`src/rtl/transmitter.sv`:
```
// UART serial transmitter: start bit, DBIT data bits LSB first, SB_TICK-tick stop bit.
// Timing is paced by a 16x oversampling s_tick from an external baud-rate generator.
module transmitter #(
  parameter int DBIT    = 8,
  parameter int SB_TICK = 16
) (
  input  logic            clk,
  input  logic            rst_n,
  input  logic            s_tick,
  input  logic            tx_start,
  input  logic [DBIT-1:0] din,
  output logic            tx,
  output logic            tx_busy,
  output logic            tx_done_tick
);

  typedef enum logic [1:0] {
    IDLE  = 2'b00,
    START = 2'b01,
    DATA  = 2'b10,
    STOP  = 2'b11
  } state_t;

  state_t          state_r;
  logic [4:0]      s_reg;
  logic [2:0]      n_reg;
  logic [DBIT-1:0] b_reg;
  logic            tx_reg;
  logic            busy_r;
  logic            done_r;

  // Frame sequencer; every output is a flop so tx never glitches between bit boundaries.
  always_ff @(posedge clk or negedge rst_n) begin
    if (!rst_n) begin
      state_r <= IDLE;
      s_reg   <= 5'd0;
      n_reg   <= 3'd0;
      b_reg   <= '0;
      tx_reg  <= 1'b1;
      busy_r  <= 1'b0;
      done_r  <= 1'b0;
    end else begin
      done_r <= 1'b0;
      case (state_r)
        IDLE: begin
          tx_reg <= 1'b1;
          busy_r <= 1'b0;
          // A tick on the accepting edge is deliberately not counted.
          if (tx_start) begin
            b_reg   <= din;
            s_reg   <= 5'd0;
            state_r <= START;
            tx_reg  <= 1'b0;
            busy_r  <= 1'b1;
          end else begin
            state_r <= IDLE;
          end
        end

        START: begin
          if (s_tick) begin
            if (s_reg == 5'd15) begin
              s_reg   <= 5'd0;
              n_reg   <= 3'd0;
              state_r <= DATA;
              tx_reg  <= b_reg[0];
            end else begin
              s_reg <= s_reg + 5'd1;
            end
          end else begin
            s_reg <= s_reg;
          end
        end

        DATA: begin
          if (s_tick) begin
            if (s_reg == 5'd15) begin
              s_reg <= 5'd0;
              b_reg <= b_reg >> 1;
              if (n_reg == 3'(DBIT - 1)) begin
                state_r <= STOP;
                tx_reg  <= 1'b1;
              end else begin
                n_reg  <= n_reg + 3'd1;
                tx_reg <= b_reg[1];
              end
            end else begin
              s_reg <= s_reg + 5'd1;
            end
          end else begin
            s_reg <= s_reg;
          end
        end

        STOP: begin
          tx_reg <= 1'b1;
          if (s_tick) begin
            if (s_reg == 5'(SB_TICK - 1)) begin
              s_reg   <= 5'd0;
              state_r <= IDLE;
              busy_r  <= 1'b0;
              done_r  <= 1'b1;
            end else begin
              s_reg <= s_reg + 5'd1;
            end
          end else begin
            s_reg <= s_reg;
          end
        end

        default: begin
          state_r <= IDLE;
          tx_reg  <= 1'b1;
          busy_r  <= 1'b0;
        end
      endcase
    end
  end

  assign tx           = tx_reg;
  assign tx_busy      = busy_r;
  assign tx_done_tick = done_r;

endmodule
```
`config.mk`:
```
export PLATFORM = sky130hd
export DESIGN_NAME = transmitter
export DESIGN_NICKNAME = d
export VERILOG_FILES = /design/src/rtl/transmitter.sv
export SDC_FILE = /design/constraint.sdc
export NUM_CORES = 1
export LEC_CHECK = 0
export BUFFER_PORTS_ARGS = -buffer_cell sky130_fd_sc_hd__buf_2
export CORE_AREA = 2 2 56 58
export DETAILED_ROUTE_END_ITERATION = 8
export DIE_AREA = 0 0 58 60
export PLACE_DENSITY = 0.72
export SETUP_SLACK_MARGIN = 0.5
export SLEW_MARGIN = 30
export SYNTH_ARGS = -nofsm -noshare
export SYNTH_HDL_FRONTEND = slang
export SYNTH_SLANG_ARGS = --single-unit
```
`constraint.sdc`:
```
create_clock -name clk -period 2.61 [get_ports clk]
set_input_delay 0.3915 -clock clk [delete_from_list [all_inputs] [get_ports clk]]
set_output_delay 0.3915 -clock clk [all_outputs]
set_load 0.05 [all_outputs]
```
==> results of run 1 <==
[metrics by stage]
step / cells / instance area [µm²] / setup slack, ns / total power (W) / util (%)
6_report: 179 / 1448 / 0.6983 / 0.001534 / 49.87
5_1_grt: 179 / 1448 / 0.5826 / 0.001669 / 49.87
4_1_cts: 179 / 1444 / 0.5871 / 0.001535 / 49.74
3_5_place_dp: 175 / 1414 / 0.3466 / 0.001364 / 48.71
3_3_place_gp: 175 / 1414 / 0.4842 / 0.001320 / 48.71
2_1_floorplan: 137 / 1363 / 0.9614 / 0.001211 / -
[per-layer routing]
| layer | vias up | track usage, % | routed length [µm] |
|---|---|---|---|
| met3 | 5 | 2.597 | 145 |
| met2 | 32 | 33.44 | 1453 |
| met4 | 0 | 6.977 | 44 |
| met1 | 548 | 23.75 | 1304 |
| li1 | 536 | - | - |
| met5 | - | 0 | 0 |
[path summary, 6_finish.rpt]
check | to | slack [ns] | depth (start not counted)
setup / recovery | state_r[1] | 0.70 | 5
hold reg to reg | s_reg[4] | 0.53 | 1
min in group clk | b_reg[7] | 0.45 | 4
setup reg to reg | state_r[1] | 0.70 | 5
hold / removal | s_reg[2] | 0.008 | 1
max in group asynchronous | tx | 2.25 | 1
[worst max-delay path, delay by kind of cell (launching register included)]
kind | cells | cell delay, ns
simple gates | 1 | 0.17
mux | 1 | 0.37
buf+inv | 1 | 0.11
fa+ha+maj | 1 | 0.45
compound gates | 1 | 0.29
flops | 1 | 0.43
[area by class of cell]
class	instances	area, µm²
clock buffers	3	22.52
flip-flops and latches	21	526.8
well taps	33	41.29
clock inverters	1	5.005
repair buffers	15	77.57
multi-input cells	99	748.2
fillers	293	1455
inverters	7	26.28
[synth_stat cells, drive strengths merged, types with 2 or more instances]
| library cell | count | area share (%) |
|---|---|---|
| dfrtp | 20 | 37 |
| a21boi | 7 | 3.9 |
| a311oi | 7 | 4.5 |
| buf | 7 | 4.1 |
| ha | 7 | 6.4 |
| inv | 7 | 1.9 |
| nor2b | 7 | 3.2 |
| o21ai | 7 | 2.6 |
| o311ai | 7 | 4.5 |
| or3 | 7 | 3.2 |
| or3b | 7 | 4.5 |
| nand3 | 6 | 2.2 |
| a221o | 4 | 2.9 |
| and3 | 4 | 1.8 |
| nand2 | 4 | 1.1 |
| nor2 | 4 | 1.1 |
| a211oi | 3 | 1.7 |
| clkbuf | 3 | 0.83 |
| mux2 | 3 | 2.5 |
| nand2b | 2 | 0.92 |
| nor3 | 2 | 0.73 |
| xor2 | 2 | 1.3 |
[repair_timing]
| action | 4_1_cts | 5_1_grt |
|---|---|---|
| hold buffers | 0 | 0 |
| gates resized for setup | 1 | 1 |
| setup endpoints to repair | 9 | 8 |
[kinds of logic (layout without fill, tap and decap cells)]
| family | Yosys count | count (layout) | synth area share, % |
|---|---|---|---|
| AOI/OAI and AO/OA | 39 | 39 | 22.04 |
| xor gates and xnor gates | 2 | 2 | 1.286 |
| adders and majority gates | 7 | 7 | 6.428 |
| buffers and inverters | 17 | 26 | 6.887 |
| DFF | 21 | 21 | 38.66 |
| muxes | 4 | 4 | 3.214 |
| and+or+nand+nor | 47 | 47 | 21.49 |
[power breakdown]
| part | switching [W] | internal (W) | total (W) |
|---|---|---|---|
| Sequential | 0.0000956 | 0.000453 | 0.000549 |
| Combinational | 0.000462 | 0.000355 | 0.000817 |
| Clock | 0.000110 | 0.0000574 | 0.000168 |
| Total | 0.000668 | 0.000866 | 0.00153 |
==> results.yml, run 1 <==
logic_synthesis:
  synth-async-reset-ratio_pct: 100.0
  syn_area_um2: 1363
  synth-seq-cells: 21
  yosysSeqAreaShare_pct: 38.66
  yosys_warnings: 0
  postSynthCellCount: 137
  synth_fp_nets: 156
  synth_ff_type: "dfrtp_1"
  synth_cell_types: 38
  syn_area_per_cell_um2: 9.946
  synth-edff-count: 0
routing:
  vias_per_cell: 6.263
  post-route-drc-count: 0
  num_vias: 1121
  drtAntennaViolNets: 0
  wire_per_inst_um: 16.46
  drt-total-wl_um: 2947
  drt_iter0_drc: 52
  dr.pass1.iters: 6
clocking:
  post-cts-setup-buffers: 0
  cts_num_sinks: 21
  clk_pin_slew_worst_paths_ns: 0.13
  cts_tree: "yes"
  clock-root-buffer: "clkbuf_4"
  clock_latency_ns: 0.32
  h-tree-depth: 1
  clock_path_buffers: 2
  cts_buffers: 3
setup_path:
  crit_path_cell_trace: "inv_1, ha_2, nand2b_1, a31oi_1, mux2_2"
  required_ns: 2.83
  critPathArrivalTime_ns: 2.13
  cp-end-kind: "register"
  r2r_start: "state_r[0]"
  startpoint: "state_r[0]"
  critPathMaxFanout: 28
  crit_path_max_incr_delay_ns: 0.45
  startpoint_type: "register"
  slowest_stage: "ha_2"
  worstSetupPathType: "reg2reg"
cells_and_area:
  area_delta_synth_final_pct: 6.244
  largest_reg_flops: 8
  nNetsFinal: 166
  layout_commonest_cell: "dfrtp_1"
  final_cell_mix: "20 x dfrtp_1, 14 x buf_2"
  drive_gt1_share_pct: 21.23
  diodes: 0
timing:
  finClkSkew_ns: 0.005945
  final-setup-viol-count: 0
  final_hold_viol_count: 0
  slew_headroom_pct: 68.18
  final.setup.tns_ns: 0
  worst_pin_slew_ns: 0.4772
  fin_crit_sh_pct: 73.24
  max_freq_mhz: 523.1
  rsz0062_at_grt: "no"
  timing.final.max_slew_violations: 0
  period_needed_ns: 1.912
  whs_ns: 0.008075
outcome:
  status: "finished, final reports clean"
global_routing:
  grt_max_degree: 29
  grt_usage_pct: 19.01
  grt_overflow_total: 0
  grt_pass1_wl_um: 4988
  grt_pass1_vias: 1069
  grt_antenna_before_repair: 0
floorplanning:
  die_height_um: 60
  die_area_um2: 3480
  die_w_um: 58
  fp-row-count: 20
  core-area_um2: 2903
  io_pins: 15
  start_util_pct: 46.94
flow_run:
  drv.max_cap_violation_count: 0
power:
  ir_drop_v: 0.0006419
  p_per_area_nw_per_um2: 1059
  leakagePower_nw: 0.6157
place:
  dp_hpwl_um: 2005
  routabilityCongestion: 0.7411
  port-buffer-count: 14
worst_hold_path:
  holdCritPathClass: "in2async"
Note: power is estimated with default switching activity, not from simulation.
==> run 2: changes to the inputs <==
--- a/config.mk
+++ b/config.mk
@@ -9,7 +9,7 @@
 export CORE_AREA = 2 2 56 58
 export DETAILED_ROUTE_END_ITERATION = 8
 export DIE_AREA = 0 0 58 60
-export PLACE_DENSITY = 0.72
+export PLACE_DENSITY = 0.75
 export SETUP_SLACK_MARGIN = 0.5
 export SLEW_MARGIN = 30
 export SYNTH_ARGS = -nofsm -noshare
==> constraint.sdc (replaced) <==
create_clock -name clk -period 1.58 [get_ports clk]
set_input_delay 0.237 -clock clk [delete_from_list [all_inputs] [get_ports clk]]
set_output_delay 0.237 -clock clk [all_outputs]
set_load 0.05 [all_outputs]
==> run 2 against run 1 <==
Net effect: setup slack worse by 0.69 ns; count of clock-buffer cells in the layout unchanged; clock power up 60%; via count up 12%; die area unchanged; first-iteration DRC count down 40%; total power up 120%; sequential power up 68%; critical endpoint is now b_reg[3]; largest cell class unchanged; largest power group unchanged.
==> results.yml, run 2 (synthesis results as in run 1) <==
floorplanning:
  core-area_um2: 2903
  die_w_um: 58
  io_pins: 15
  start_util_pct: 46.94
  die_height_um: 60
  die_area_um2: 3480
  fp-row-count: 20
global_routing:
  grt_pass1_vias: 1304
  grt_usage_pct: 22.50
  grt_pass1_wl_um: 5934
  grt_overflow_total: 0
  grt_antenna_before_repair: 0
  grt_max_degree: 22
cells_and_area:
  layout_commonest_cell: "buf_4"
  nNetsFinal: 190
  area_delta_synth_final_pct: 32.87
  largest_reg_flops: 8
  stdcell_area_um2: 1810
  diodes: 0
  final_cell_mix: "21 x buf_4, 19 x dfrtp_1, 12 x buf_2"
  drive_gt1_share_pct: 44.71
setup_path:
  r2r.worst_path.cells: 6
  r2r_slack_ns: 0.009
  startpoint_type: "register"
  startpoint: "state_r[1]"
  r2r_end: "b_reg[3]"
  cp-end-kind: "register"
  critPathArrivalTime_ns: 1.75
  required_ns: 1.76
  critPathMaxFanout: 16
  r2r_start: "state_r[1]"
  crit_end: "b_reg[3]"
  worstSetupPathType: "reg2reg"
clocking:
  cts_num_sinks: 21
  clk_pin_slew_worst_paths_ns: 0.13
  clock-root-buffer: "clkbuf_4"
  h-tree-depth: 1
  cts_buffers: 3
  clock_path_buffers: 2
  cts_tree: "yes"
  clock_latency_ns: 0.31
timing:
  final_hold_viol_count: 0
  final.setup.tns_ns: 0
  max_freq_mhz: 636.6
  rsz0062_at_grt: "yes"
  fin_crit_sh_pct: 99.42
  worst_pin_slew_ns: 0.4901
  finClkSkew_ns: 0.01231
  period_needed_ns: 1.571
  whs_ns: 0.2868
  timing.final.max_slew_violations: 0
  final-setup-viol-count: 0
  slew_headroom_pct: 67.33
worst_hold_path:
  holdCritPathClass: "in2reg"
  hold_path_startpoint: "din[7]"
place:
  port-buffer-count: 14
  placed_area_um2: 1563
  dp_hpwl_um: 2342
  routabilityCongestion: 0.8468
routing:
  vias_per_cell: 6.182
  wire_per_inst_um: 18.17
  post-route-drc-count: 0
  num_vias: 1255
  dr.pass1.iters: 4
  drt_iter0_drc: 31
  drtAntennaViolNets: 0
  drt-total-wl_um: 3688
outcome:
  status: "finished, final reports clean"
power:
  ir_drop_v: 0.001430
  p_per_area_nw_per_um2: 1876
  leakagePower_nw: 0.7772
flow_run:
  drv.max_cap_violation_count: 0
run 2: cell types whose count changed in the layout (fill, tap and decap cells not counted), sizes merged:
cell	previous run	this run
dlygate4sd3	0	1
buf	15	38
run 2: report_power, final:
| part | switching [W] | internal, W | total, W | leakage [nW] |
|---|---|---|---|---|
| Combinational | 0.00107 | 0.00114 | 0.00221 | 0.504 |
| Sequential | 0.000168 | 0.000753 | 0.000920 | 0.256 |
| Clock | 0.000173 | 0.0000947 | 0.000268 | 0.0177 |
| Total | 0.00141 | 0.00199 | 0.00340 | 0.777 |
run 2: worst min-delay path by stage:
stage                    end  slack, ns  cells after the start
floorplan           b_reg[0]      -0.06                      0
global placement    b_reg[5]       0.22                      1
detailed placement  b_reg[5]       0.23                      1
CTS                 b_reg[7]       0.29                      4
global route        b_reg[7]       0.34                      4
finish              b_reg[7]       0.29                      4
run 2: critical path, stage by stage, from the launching register on:
cell      delay (ns)
dfrtp_2         0.47
inv_2           0.10
ha_4            0.21
buf_4           0.13
or3b_1          0.34
o311ai_1        0.09
a311oi_1        0.09
run 2: routing by layer:
layer / routed length, µm / vias up / part of all wire [%] / GRT usage, %
met3: 211 / 8 / 5.7 / 6.494
met5: 0 / - / 0 / 0
met1: 1496 / 622 / 41 / 26.90
li1: - / 581 / - / -
met4: 40 / 0 / 1.1 / 6.645
met2: 1939 / 44 / 53 / 39.29
run 2: final cells by class:
type,count,area (µm²)
clock inverter,1,5.005
multi-input combinational,99,890.9
timing repair buffer,39,296.5
fill,228,1092
tap,33,41.29
sequential,21,528.0
inverter,7,26.28
clock buffer,3,22.52
run 2: metrics by stage:
stage / total power (W) / setup WS (ns) / utilization [%] / std cells
finish: 0.003397 / 0.009234 / 62.37 / 203
global route: 0.003616 / -0.04462 / 62.37 / 203
CTS: 0.003234 / 0.04124 / 60.65 / 201
detailed placement: 0.002640 / -0.07476 / 53.84 / 185
global placement: 0.002531 / 0.01842 / 53.84 / 185
floorplan: 0.002212 / 0.02666 / - / 137
run 2: timing repair:
| item | 4_1_cts | 5_1_grt |
|---|---|---|
| hold endpoints to repair | 20 | 0 |
| hold buffers | 1 | 0 |
| pin swaps | 4 | 1 |
| cloned | 1 | 0 |
| setup buffers | 10 | 2 |
| endpoints found under the setup margin | 24 | 24 |
| resized for setup | 20 | 8 |
